File: config.mk
export PLATFORM = sky130hd
export DESIGN_NAME = seven_segs_capture
export DESIGN_NICKNAME = d
export VERILOG_FILES = /design/src/rtl/seven_segs_capture.sv
export SDC_FILE = /design/constraint.sdc
export NUM_CORES = 1
export LEC_CHECK = 0
export ABC_AREA = 1
export CORE_MARGIN = 8
export CORE_UTILIZATION = 53
export CTS_CLUSTER_DIAMETER = 40
export DETAILED_ROUTE_END_ITERATION = 10
export HOLD_SLACK_MARGIN = 0.15
export PLACE_DENSITY = 0.79
export SLEW_MARGIN = 30
export SYNTH_ARGS = -nofsm -noshare
export SYNTH_HDL_FRONTEND = slang
export SYNTH_SLANG_ARGS = --single-unit
export TNS_END_PERCENT = 50
File: constraint.sdc
create_clock -name Clk -period 1.85 [get_ports Clk]
set_input_delay 0.37 -clock Clk [delete_from_list [all_inputs] [get_ports Clk]]
set_output_delay 0.37 -clock Clk [all_outputs]
set_load 0.01 [all_outputs]
File: src/rtl/seven_segs_capture.sv
// seven_segs_capture: receive side of a multiplexed seven-segment display bus.
// Samples the shared segment lines and one-hot digit strobes, waits for the
// bus to stay unchanged for STABLE_CYCLES samples, then decodes the glyph
// back to a hex digit for the strobed position.
// Optional build macro SEG_ACTIVE_LOW_EN: invert Segs and An in the sample
// stage, for common-anode boards with active-low segments and strobes.
module seven_segs_capture #(
    parameter int NUM_DIGITS    = 4,
    parameter int STABLE_CYCLES = 8
) (
    input  logic                    Clk,
    input  logic                    Reset,
    input  logic [6:0]              Segs,
    input  logic [NUM_DIGITS-1:0]   An,
    input  logic                    Clear,
    output logic [4*NUM_DIGITS-1:0] Digits,
    output logic [NUM_DIGITS-1:0]   DigitValid,
    output logic                    Update,
    output logic [2:0]              UpdateIdx,
    output logic                    BadPattern,
    output logic                    AnodeErr
);

    localparam int CW = $clog2(STABLE_CYCLES + 1);
    localparam logic [CW-1:0] CNT_MAX = CW'(STABLE_CYCLES);

    typedef enum logic [1:0] {IDLE, SETTLE, CAPTURE, HELD} state_t;

    state_t                  state_q, state_d;
    logic [CW-1:0]           cnt_q, cnt_d;
    logic [6:0]              segs_q;
    logic [NUM_DIGITS-1:0]   an_q;
    logic [6:0]              snapSegs_q, snapSegs_d;
    logic [NUM_DIGITS-1:0]   snapAn_q, snapAn_d;
    logic [4*NUM_DIGITS-1:0] digits_q, digits_d;
    logic [NUM_DIGITS-1:0]   valid_q, valid_d;
    logic                    update_q, update_d;
    logic [2:0]              idx_q, idx_d;
    logic                    bad_q, bad_d;
    logic                    anodeErr_q, anodeErr_d;

    logic                    sampleMatch;
    logic                    multiHot;
    logic [2:0]              snapIdx;
    logic                    glyphOk;
    logic [3:0]              glyphVal;

    // Sample stage: register the pins once so the FSM only sees clean values.
    always_ff @(posedge Clk) begin
        if (Reset) begin
            segs_q <= '0;
            an_q   <= '0;
        end else begin
`ifdef SEG_ACTIVE_LOW_EN
            segs_q <= ~Segs;
            an_q   <= ~An;
`else
            segs_q <= Segs;
            an_q   <= An;
`endif
        end
    end

    // Snapshot helpers: strobe index, multi-hot detection and glyph decode.
    always_comb begin
        sampleMatch = (an_q == snapAn_q) && (segs_q == snapSegs_q);
        multiHot    = (snapAn_q & (snapAn_q - NUM_DIGITS'(1))) != '0;
        snapIdx     = 3'd0;
        for (int i = 0; i < NUM_DIGITS; i++) begin
            if (snapAn_q[i]) snapIdx = 3'(i);
        end
        glyphOk  = 1'b1;
        glyphVal = 4'h0;
        case (snapSegs_q)
            7'h3F: glyphVal = 4'h0;
            7'h06: glyphVal = 4'h1;
            7'h5B: glyphVal = 4'h2;
            7'h4F: glyphVal = 4'h3;
            7'h66: glyphVal = 4'h4;
            7'h6D: glyphVal = 4'h5;
            7'h7D: glyphVal = 4'h6;
            7'h07: glyphVal = 4'h7;
            7'h7F: glyphVal = 4'h8;
            7'h6F: glyphVal = 4'h9;
            7'h77: glyphVal = 4'hA;
            7'h7C: glyphVal = 4'hB;
            7'h39: glyphVal = 4'hC;
            7'h5E: glyphVal = 4'hD;
            7'h79: glyphVal = 4'hE;
            7'h71: glyphVal = 4'hF;
            default: glyphOk = 1'b0;
        endcase
    end

    // Next-state logic: stability filter FSM plus the capture actions.
    always_comb begin
        state_d    = state_q;
        cnt_d      = cnt_q;
        snapSegs_d = snapSegs_q;
        snapAn_d   = snapAn_q;
        digits_d   = digits_q;
        valid_d    = valid_q;
        update_d   = 1'b0;
        idx_d      = idx_q;
        bad_d      = Clear ? 1'b0 : bad_q;
        anodeErr_d = Clear ? 1'b0 : anodeErr_q;

        case (state_q)
            IDLE: begin
                cnt_d = '0;
                if (an_q != '0) begin
                    state_d    = SETTLE;
                    cnt_d      = CW'(1);
                    snapAn_d   = an_q;
                    snapSegs_d = segs_q;
                end
            end
            SETTLE: begin
                if (sampleMatch) begin
                    if (cnt_q >= CNT_MAX - CW'(1)) begin
                        state_d = CAPTURE;
                        cnt_d   = CNT_MAX;
                    end else begin
                        cnt_d = cnt_q + CW'(1);
                    end
                end else if (an_q == '0) begin
                    state_d = IDLE;
                    cnt_d   = '0;
                end else begin
                    cnt_d      = CW'(1);
                    snapAn_d   = an_q;
                    snapSegs_d = segs_q;
                end
            end
            CAPTURE: begin
                state_d = HELD;
                if (multiHot) begin
                    anodeErr_d = 1'b1;
                end else begin
                    update_d = 1'b1;
                    idx_d    = snapIdx;
                    for (int i = 0; i < NUM_DIGITS; i++) begin
                        if (snapAn_q[i]) begin
                            if (glyphOk) begin
                                digits_d[4*i +: 4] = glyphVal;
                                valid_d[i]         = 1'b1;
                            end else begin
                                valid_d[i] = 1'b0;
                            end
                        end
                    end
                    if (!glyphOk && (snapSegs_q != 7'h00)) bad_d = 1'b1;
                end
            end
            HELD: begin
                if (!sampleMatch) begin
                    if (an_q == '0) begin
                        state_d = IDLE;
                        cnt_d   = '0;
                    end else begin
                        state_d    = SETTLE;
                        cnt_d      = CW'(1);
                        snapAn_d   = an_q;
                        snapSegs_d = segs_q;
                    end
                end
            end
            default: begin
                state_d = IDLE;
                cnt_d   = '0;
            end
        endcase
    end

    // State register: FSM, snapshot and all registered outputs.
    always_ff @(posedge Clk) begin
        if (Reset) begin
            state_q    <= IDLE;
            cnt_q      <= '0;
            snapSegs_q <= '0;
            snapAn_q   <= '0;
            digits_q   <= '0;
            valid_q    <= '0;
            update_q   <= 1'b0;
            idx_q      <= 3'd0;
            bad_q      <= 1'b0;
            anodeErr_q <= 1'b0;
        end else begin
            state_q    <= state_d;
            cnt_q      <= cnt_d;
            snapSegs_q <= snapSegs_d;
            snapAn_q   <= snapAn_d;
            digits_q   <= digits_d;
            valid_q    <= valid_d;
            update_q   <= update_d;
            idx_q      <= idx_d;
            bad_q      <= bad_d;
            anodeErr_q <= anodeErr_d;
        end
    end

    assign Digits     = digits_q;
    assign DigitValid = valid_q;
    assign Update     = update_q;
    assign UpdateIdx  = idx_q;
    assign BadPattern = bad_q;
    assign AnodeErr   = anodeErr_q;

endmodule
Yosys cells after proc, flatten, opt, wreduce, memory -nomap -nowiden
Index checks and enable logic that the tools add are counted.
{ "word_totals": {"regBits": 54, "in_bits": 14, "elab_cells": 111} }
{ "classes": {"addsub": 2, "n_lt_le_gt_ge": 1, "eq_ne": 27, "muxes": 35, "bitwise": 3, "reduce_logical": 25} }
{ "op_table": {"columns": ["cell", "n"], "rows": [
  ["$eq 7x7->1 const B", 12],
  ["$pmux 4 s15", 1],
  ["$mux 4", 6],
  ["$reduce_and 4->1", 6],
  ["$mux 7", 3],
  ["$reduce_or 16->1", 1],
  ["$eq 7x3->1 const B", 2],
  ["$eq 7x6->1 const B", 2],
  ["$mux 1", 14],
  ["$pmux 7 s2", 1],
  ["$pmux 4 s3", 1],
  ["$reduce_and 3->1", 4],
  ["$mux 2", 5],
  ["$ne 2x2->1 const B", 4],
  ["$pmux 2 s4", 1],
  ["$pmux 4 s2", 1],
  ["$reduce_bool 4->1", 2],
  ["$eq 7x7->1", 1],
  ["$reduce_bool 7->1", 1],
  ["$mux 3", 2],
  ["$ne 3x3->1 const B", 2],
  ["$add 4x1->4 const B", 1],
  ["$and 4x4->4", 1],
  ["$eq 2x2->1 const B", 2],
  ["13 further kinds", 17]
]} }

Depth between registers and ports, before layout
Gate-level depths: netlist of the first run.
{ "depth": {"word_depth": 8, "depth_mapped": 13, "mapped_depth_nobuf": 12} }

Worst setup path after synthesis of the first run
OpenSTA, ideal clock, no wires.
{ "synth_timing": {"kind": "flip-flop to flip-flop", "from": "register snapSegs_q[1]", "to": "register snapAn_q[1]", "setup_ns": 0.120, "arrival_ns": 1.329, "t_required_ns": 1.730, "setup_slack_ns": 0.401, "path_stages_with_launch": 13, "path_buffers": 2, "synth_period_minus_slack_ns": 1.449, "cell_sequence": "dfxtp_1 -> buf_6 -> inv_2 -> nand2_1 -> nand2_1 -> nand2_1 -> nor2_2 -> nand2_2 -> nor2_4 -> nand2_2 -> nand2_2 -> buf_4 -> a21oi_1"} }
{ "synth_via": {"elab_chain_cells": 4} }
{ "synth_lines": {"columns": ["item", "line_no", "source"], "rows": [
  ["from (decl)", "33", "logic [6:0] snapSegs_q, snapSegs_d;"],
  ["from (signal assigned)", "191", "snapSegs_q <= snapSegs_d;"],
  ["$eq 7x7->1", "66", "sampleMatch = (an_q == snapAn_q) && (segs_q == snapSegs_q);"],
  ["$logic_and 1x1->1", "66", null],
  ["$ne 2x2->1 (no line)", null, null],
  ["$reduce_and 4->1 (no line)", null, null],
  ["to (signal assigned)", "192", "snapAn_q <= snapAn_d;"],
  ["to (decl)", "34", "logic [NUM_DIGITS-1:0] snapAn_q, snapAn_d;"]
]} }
No other way between the ends.
A chain may end at the register's enable or synchronous reset.

Worst setup path in the final report of the first run
{ "layout_timing": {"from": "register snapSegs_q[0]", "to": "register digits_q[12], in the netlist Digits[12]"} }
{ "layout_via": {"elab_chain_cells": 4, "word_cells_on_any_way": 20, "cone_classes": "eq/ne (16); mux (2); reduce/logical (2)"} }
{ "layout_lines": {"columns": ["item", "line_no", "source"], "rows": [
  ["$eq 7x7->1 (tied with other cells)", "74", "case (snapSegs_q)"],
  ["$reduce_or 16->1 (no line)", null, null],
  ["$mux 1", "74", null],
  ["$reduce_and 4->1 (no line)", null, null],
  ["to (signal assigned)", "193", "digits_q <= digits_d;"],
  ["to (decl)", "35", "logic [4*NUM_DIGITS-1:0] digits_q, digits_d;"]
]} }
Parallel ways exist; a longest one is shown, timed or not.

==> results of run 1 <==
-- power by group --
part           internal (W)  switching [W]
sequential          0.00118      0.0000460
clock              0.000304       0.000369
combinational      0.000106       0.000166
total               0.00159       0.000582
-- cells in the mapped netlist --
library cell | instances | area, sq um
ha_1 | 1 | 12.5
o21ai_1 | 12 | 60.1
buf_4 | 2 | 15.0
clkbuf_1 | 3 | 11.3
nand3_4 | 1 | 17.5
nor2_2 | 7 | 43.8
nor3_2 | 2 | 20.0
nand2_2 | 9 | 56.3
inv_2 | 8 | 30.0
buf_2 | 2 | 10.0
inv_1 | 42 | 158
o21ai_0 | 9 | 45.0
nand2_4 | 2 | 22.5
nor3_1 | 4 | 20.0
nor2_4 | 2 | 22.5
nand3_2 | 2 | 20.0
nand4_1 | 7 | 43.8
o21ai_2 | 1 | 8.76
o31ai_1 | 1 | 7.51
nand3_1 | 21 | 105
a31oi_1 | 1 | 6.26
conb_1 | 1 | 3.75
dfxtp_1 | 53 | 1060
a21oi_2 | 9 | 78.8
nand3b_1 | 2 | 15.0
buf_6 | 3 | 33.8
xor2_1 | 1 | 8.76
nor2_1 | 41 | 154
xnor2_1 | 3 | 26.3
buf_1 | 1 | 3.75
o211ai_1 | 1 | 7.51
a21oi_1 | 27 | 135
nand2_1 | 81 | 304
-- state kept, by name, indices dropped and copies added (netlist names), 2 cells and up, named ones only --
name	cells
snapSegs_q	7
cnt_q	4
segs_q	7
an_q	4
DigitValid	4
UpdateIdx	2
Digits	16
snapAn_q	4
-- kinds of logic after synthesis --
family                   after synthesis  synth area share
AND/OR/NAND/NOR                      181             0.329
flip-flops                            53             0.413
buffers and inverters                 61             0.102
AO/OA/AOI/OAI                         61             0.136
XOR/XNOR                               4            0.0136
other                                  1           0.00146
adder cells (fa/ha/maj)                1           0.00487
-- routing by layer --
| layer | GRT usage | vias to the layer above | part of all wire |
|---|---|---|---|
| met1 | 0.166 | 1012 | 0.44 |
| met2 | 0.258 | 63 | 0.48 |
| met5 | 0 | - | 0 |
| met3 | 0.0401 | 15 | 0.055 |
| li1 | - | 1216 | - |
| met4 | 0.0621 | 0 | 0.026 |
-- metrics by stage --
stage	hold slack (ns)	utilization	instance area, sq um	setup slack, ns	power (W)
CTS	0.455	0.655	3070	0.0873	0.00219
global route	0.482	0.657	3080	0.00398	0.00227
global placement	0.438	0.634	2980	0.172	0.00151
finish	0.451	0.657	3080	0.171	0.00217
floorplan	0.441	-	2570	0.401	0.00145
detailed placement	0.441	0.634	2980	0.152	0.00152
-- critical path: stages (launching register included) --
cell	delay (ns)
dfxtp_1	0.45
inv_2	0.11
nor2_2	0.17
nand3_1	0.17
o21ai_1	0.19
nor2_1	0.06
nand3b_1	0.20
nand2_1	0.08
a21oi_1	0.17
-- path summary, 6_finish.rpt --
kind,startpoint,to
worst min register to register,Digits[3],Digits[3]
worst min-delay path,Digits[3],Digits[3]
worst max-delay path,snapSegs_q[0],Digits[12]
worst max register to register,snapSegs_q[0],Digits[12]
-- layout make-up --
type | count | area, sq um | area share
Tap cell | 54 | 67.6 | 0.0219
Clock buffer | 6 | 82.6 | 0.0268
Inverter | 50 | 188 | 0.0609
Clock inverter | 2 | 13.8 | 0.00447
Multi-Input combinational cell | 248 | 1250 | 0.406
Timing Repair Buffer | 41 | 415 | 0.135
Sequential cell | 53 | 1060 | 0.345
==> impl_metrics.yaml, run 1 <==
route:
  post_drt_wl_per_cell_um: 11.8
  drt-initial-drc-count: 124
  dr.pass1.iters: 5
  vias: 2306
  ant_nets: 0
  drc: 0
  wirelength_mm: 5.38
  viasPerCell: 5.08
clock_tree:
  cts_tree: "done"
  clock_latency_ns: 0.30
  cts_setup_buffers: 0
  cts_buffers: 5
  cts_buffer_depth: 2
  ctsHtreeMaxLevel: 2
  cts_resized: 0
  cts.hold.buffers_added: 0
  clkTransAtPathRegs_ns: 0.09
  clock-sinks: 53
  cts_root_buf: "clkbuf_8"
timing:
  rsz0062_at_grt: "false"
  tns_ns: 0
  fmax_mhz: 596
  period_needed_ns: 1.68
  fin_crit_sh: 0.908
  maxSlewHeadroom: 0.618
  drv_slew: 0
  tightestPinTransition_ns: 0.573
  finalSetupViolations: 0
  finalHoldViolCount: 0
  skew_ns: 0.00948
logic_synthesis:
  synth_fp_nets: 377
  synth_warnings: 0
  synth.distinct_cells: 33
  synth_seq_cells: 53
  syn_inst: 362
  syn_area_sq_um: 2570
  ys_seq_area_frac: 0.413
  synth.avg_cell_area_sq_um: 7.09
final_layout:
  layout.cells.non_filler: 454
  syn_to_final_growth_pct: 20.0
  drive_above_1_share: 0.145
  final_cell_mix: "nand2_1 (81), dfxtp_1 (51), inv_1 (42)"
  fin_nets: 414
  fill_cells: 410
  final_common_cell: "nand2_1"
  antenna_cells: 0
setup_path:
  path_class: "flop to flop"
  regToRegSetupSlack_ns: 0.17
  reg2regPathDepth: 8
  end_kind: "flop"
  path_max_fanout: 6
  start_kind: "flop"
  cp.arrival_ns: 1.90
  worst_ep_required_time_ns: 2.07
placement:
  gp_congestion: 0.880
  place_inst: 446
  hpwlAfterDp_mm: 4.15
  port_buffers: 38
die:
  io_pins: 40
  die_h_um: 85.6
  initial_core_util: 0.547
  dieWidth_um: 85.6
  die-area_sq_um: 7330
  coreArea_sq_um: 4690
  num_rows: 25
hold_path:
  holdCritPathClass: "flop to flop"
  hold_path_depth: 2
global_route:
  antenna_found_initial: 0
  grt_max_degree: 37
  grt_pass1_vias: 2097
  gr-total-overflow: 0
  track_usage: 0.148
  grt_pass1_wl_mm: 8.99
power:
  max-vdd-ir-drop_uv: 467
  total_leakage_power_nw: 1.36
  p_per_area_nw_per_um2: 705
run:
  maxCapViolations: 0
status:
  outcome: "finished, final reports clean"
Power figures use the tool's default switching activity.
==> inputs of run 2 (changes only) <==
--- a/config.mk
+++ b/config.mk
@@ -10,5 +10,7 @@
 export CORE_UTILIZATION = 53
 export CTS_CLUSTER_DIAMETER = 40
+export CTS_CLUSTER_SIZE = 25
 export DETAILED_ROUTE_END_ITERATION = 10
+export GPL_TIMING_DRIVEN = 0
 export HOLD_SLACK_MARGIN = 0.15
 export PLACE_DENSITY = 0.79
==> constraint.sdc (replaced) <==
create_clock -name Clk -period 1.85 [get_ports Clk]
set_input_delay 0.37 -clock Clk [delete_from_list [all_inputs] [get_ports Clk]]
set_output_delay 0.37 -clock Clk [all_outputs]
set_load 0.05 [all_outputs]
==> run 2 against run 1 <==
  * Largest cell class unchanged
  * Clock skew grew 0.0023 ns
  * Clock-buffer cell count is the same
  * Combinational power increased by 8.5%
==> impl_metrics.yaml, run 2 (same netlist as run 1, synthesis figures left out) <==
status:
  outcome: "finished, final reports clean"
clock_tree:
  cts_tree: "done"
  cts.hold.buffers_added: 0
  cts_setup_buffers: 0
  ctsHtreeMaxLevel: 2
  cts_buffer_depth: 2
  clock_latency_ns: 0.31
  cts_root_buf: "clkbuf_8"
  cts_buffers: 5
  clkTransAtPathRegs_ns: 0.10
  clock-sinks: 53
  cts_resized: 0
final_layout:
  fill_cells: 421
  drive_above_1_share: 0.145
  final_cell_mix: "nand2_1 (81), dfxtp_1 (53), inv_1 (42)"
  seq_area_sq_um: 1060
  fin_nets: 421
  multi_input_area_sq_um: 1250
  final_common_cell: "nand2_1"
  antenna_cells: 0
  syn_to_final_growth_pct: 22.3
  largest_reg_flops: 16
route:
  wirelength_mm: 5.76
  post_drt_wl_per_cell_um: 12.5
  ant_nets: 0
  dr.pass1.iters: 4
  vias: 2352
  drc: 0
  viasPerCell: 5.10
  drt-initial-drc-count: 169
global_route:
  gr-total-overflow: 0
  grt_pass1_wl_mm: 9.52
  antenna_found_initial: 0
  track_usage: 0.156
  grt_max_degree: 16
  grt_pass1_vias: 2210
timing:
  tightestPinTransition_ns: 0.549
  hold_ws_ns: 0.461
  skew_ns: 0.0118
  drv_slew: 0
  finalSetupViolations: 0
  fin_crit_sh: 0.988
  maxSlewHeadroom: 0.634
  tns_ns: 0
  rsz0062_at_grt: "false"
  finalHoldViolCount: 0
  period_needed_ns: 1.83
  fmax_mhz: 547
die:
  num_rows: 25
  dieWidth_um: 85.6
  coreArea_sq_um: 4690
  die-area_sq_um: 7330
  initial_core_util: 0.547
  die_h_um: 85.6
  io_pins: 40
hold_path:
  hold_path_depth: 2
  min_from: "Digits[12]"
  hold-path-endpoint: "Digits[12]"
  holdCritPathClass: "flop to flop"
power:
  p_seq_frac: 0.566
  p_switching_w: 0.000598
  max-vdd-ir-drop_uv: 440
  internal_power_w: 0.00155
  total_leakage_power_nw: 1.72
  pwr-share-clk: 0.297
  p_per_area_nw_per_um2: 685
  p_comb_frac: 0.137
  switching_share: 0.278
setup_path:
  cp.depth: 1
  reg2reg_to: "snapAn_q[1]"
  end_kind: "output port"
  path_class: "flop to output port"
  regToRegSetupSlack_ns: 0.18
  crit_chain: "clkdlybuf4s50_1"
  worst_ep_required_time_ns: 1.48
  reg2regPathDepth: 11
  crit_family: "buffers and inverters"
  crit_slowest_cell: "clkdlybuf4s50_1"
  max_stage_delay_ns: 0.81
  start_kind: "flop"
  r2r-start: "snapSegs_q[5]"
  path_max_fanout: 1
  crit_buf_inv: 1
  cp.arrival_ns: 1.46
run:
  maxCapViolations: 0
placement:
  hpwlAfterDp_mm: 4.49
  port_buffers: 37
  gp_congestion: 0.915
[run 2: changes by cell type in the layout (fill, tap and decap cells not counted), sizes merged]
cell           before  now
clkdlybuf4s50      38   18
clkbuf              6    9
dlymetal6s2s        0   19
buf                 3    8
[run 2: power groups by stage]
stage / Clock, W / Combinational (W) / Sequential (W)
4_1_cts: 0.000644 / 0.000295 / 0.00122
6_report: 0.000638 / 0.000295 / 0.00122
5_1_grt: 0.000672 / 0.000331 / 0.00122
2_1_floorplan: 0 / 0.000222 / 0.00124
3_3_place_gp: 0 / 0.000286 / 0.00124
3_5_place_dp: 0 / 0.000294 / 0.00125
[run 2: area by class of cell]
class / instances / area share
multi-input combinational: 248 / 0.398
sequential: 53 / 0.338
timing repair buffer: 37 / 0.133
inverter: 50 / 0.0598
buffer: 11 / 0.0235
clock buffer: 6 / 0.0231
tap: 54 / 0.0215
clock inverter: 2 / 0.00319
[run 2: metrics by stage]
step | instances | power (W) | cell area, sq um | setup WS [ns] | utilization
final | 461 | 0.00215 | 3140 | 0.0222 | 0.669
after detailed placement | 453 | 0.00154 | 3010 | 0.158 | 0.641
after CTS | 461 | 0.00216 | 3090 | 0.00257 | 0.658
after global routing | 461 | 0.00223 | 3140 | 0.000387 | 0.669
after floorplan | 362 | 0.00146 | 2570 | 0.401 | -
after global placement | 453 | 0.00153 | 3010 | 0.153 | 0.641
[run 2: worst max-delay path by stage]
stage                              from      endpoint  slack [ns]
after floorplan           snapSegs_q[1]   snapAn_q[1]        0.40
after global placement             flop     Digits[2]        0.15
after detailed placement           flop     Digits[0]        0.16
after CTS                  UpdateIdx[1]  UpdateIdx[1]       0.003
after global routing          Digits[2]     Digits[2]      0.0004
final                            Update        Update        0.02
[run 2: routing by layer]
metal | share of wire | wire length (um) | vias up | global-route usage
met2 | 0.49 | 2800 | 48 | 0.281
met3 | 0.045 | 257 | 6 | 0.0401
met5 | 0 | 0 | - | 0
met1 | 0.46 | 2660 | 1059 | 0.176
li1 | - | - | 1239 | -
met4 | 0.0061 | 35 | 0 | 0.0414
[run 2: worst reg2reg max path, stage by stage, from the launching register on]
cell	delay [ns]
dfxtp_1	0.37
inv_2	0.13
nand2_1	0.06
nand2_1	0.06
nand2_1	0.06
nor2_2	0.16
nand2_2	0.10
nor2_4	0.15
nand2_2	0.07
nand2_2	0.09
buf_4	0.23
a21oi_1	0.09
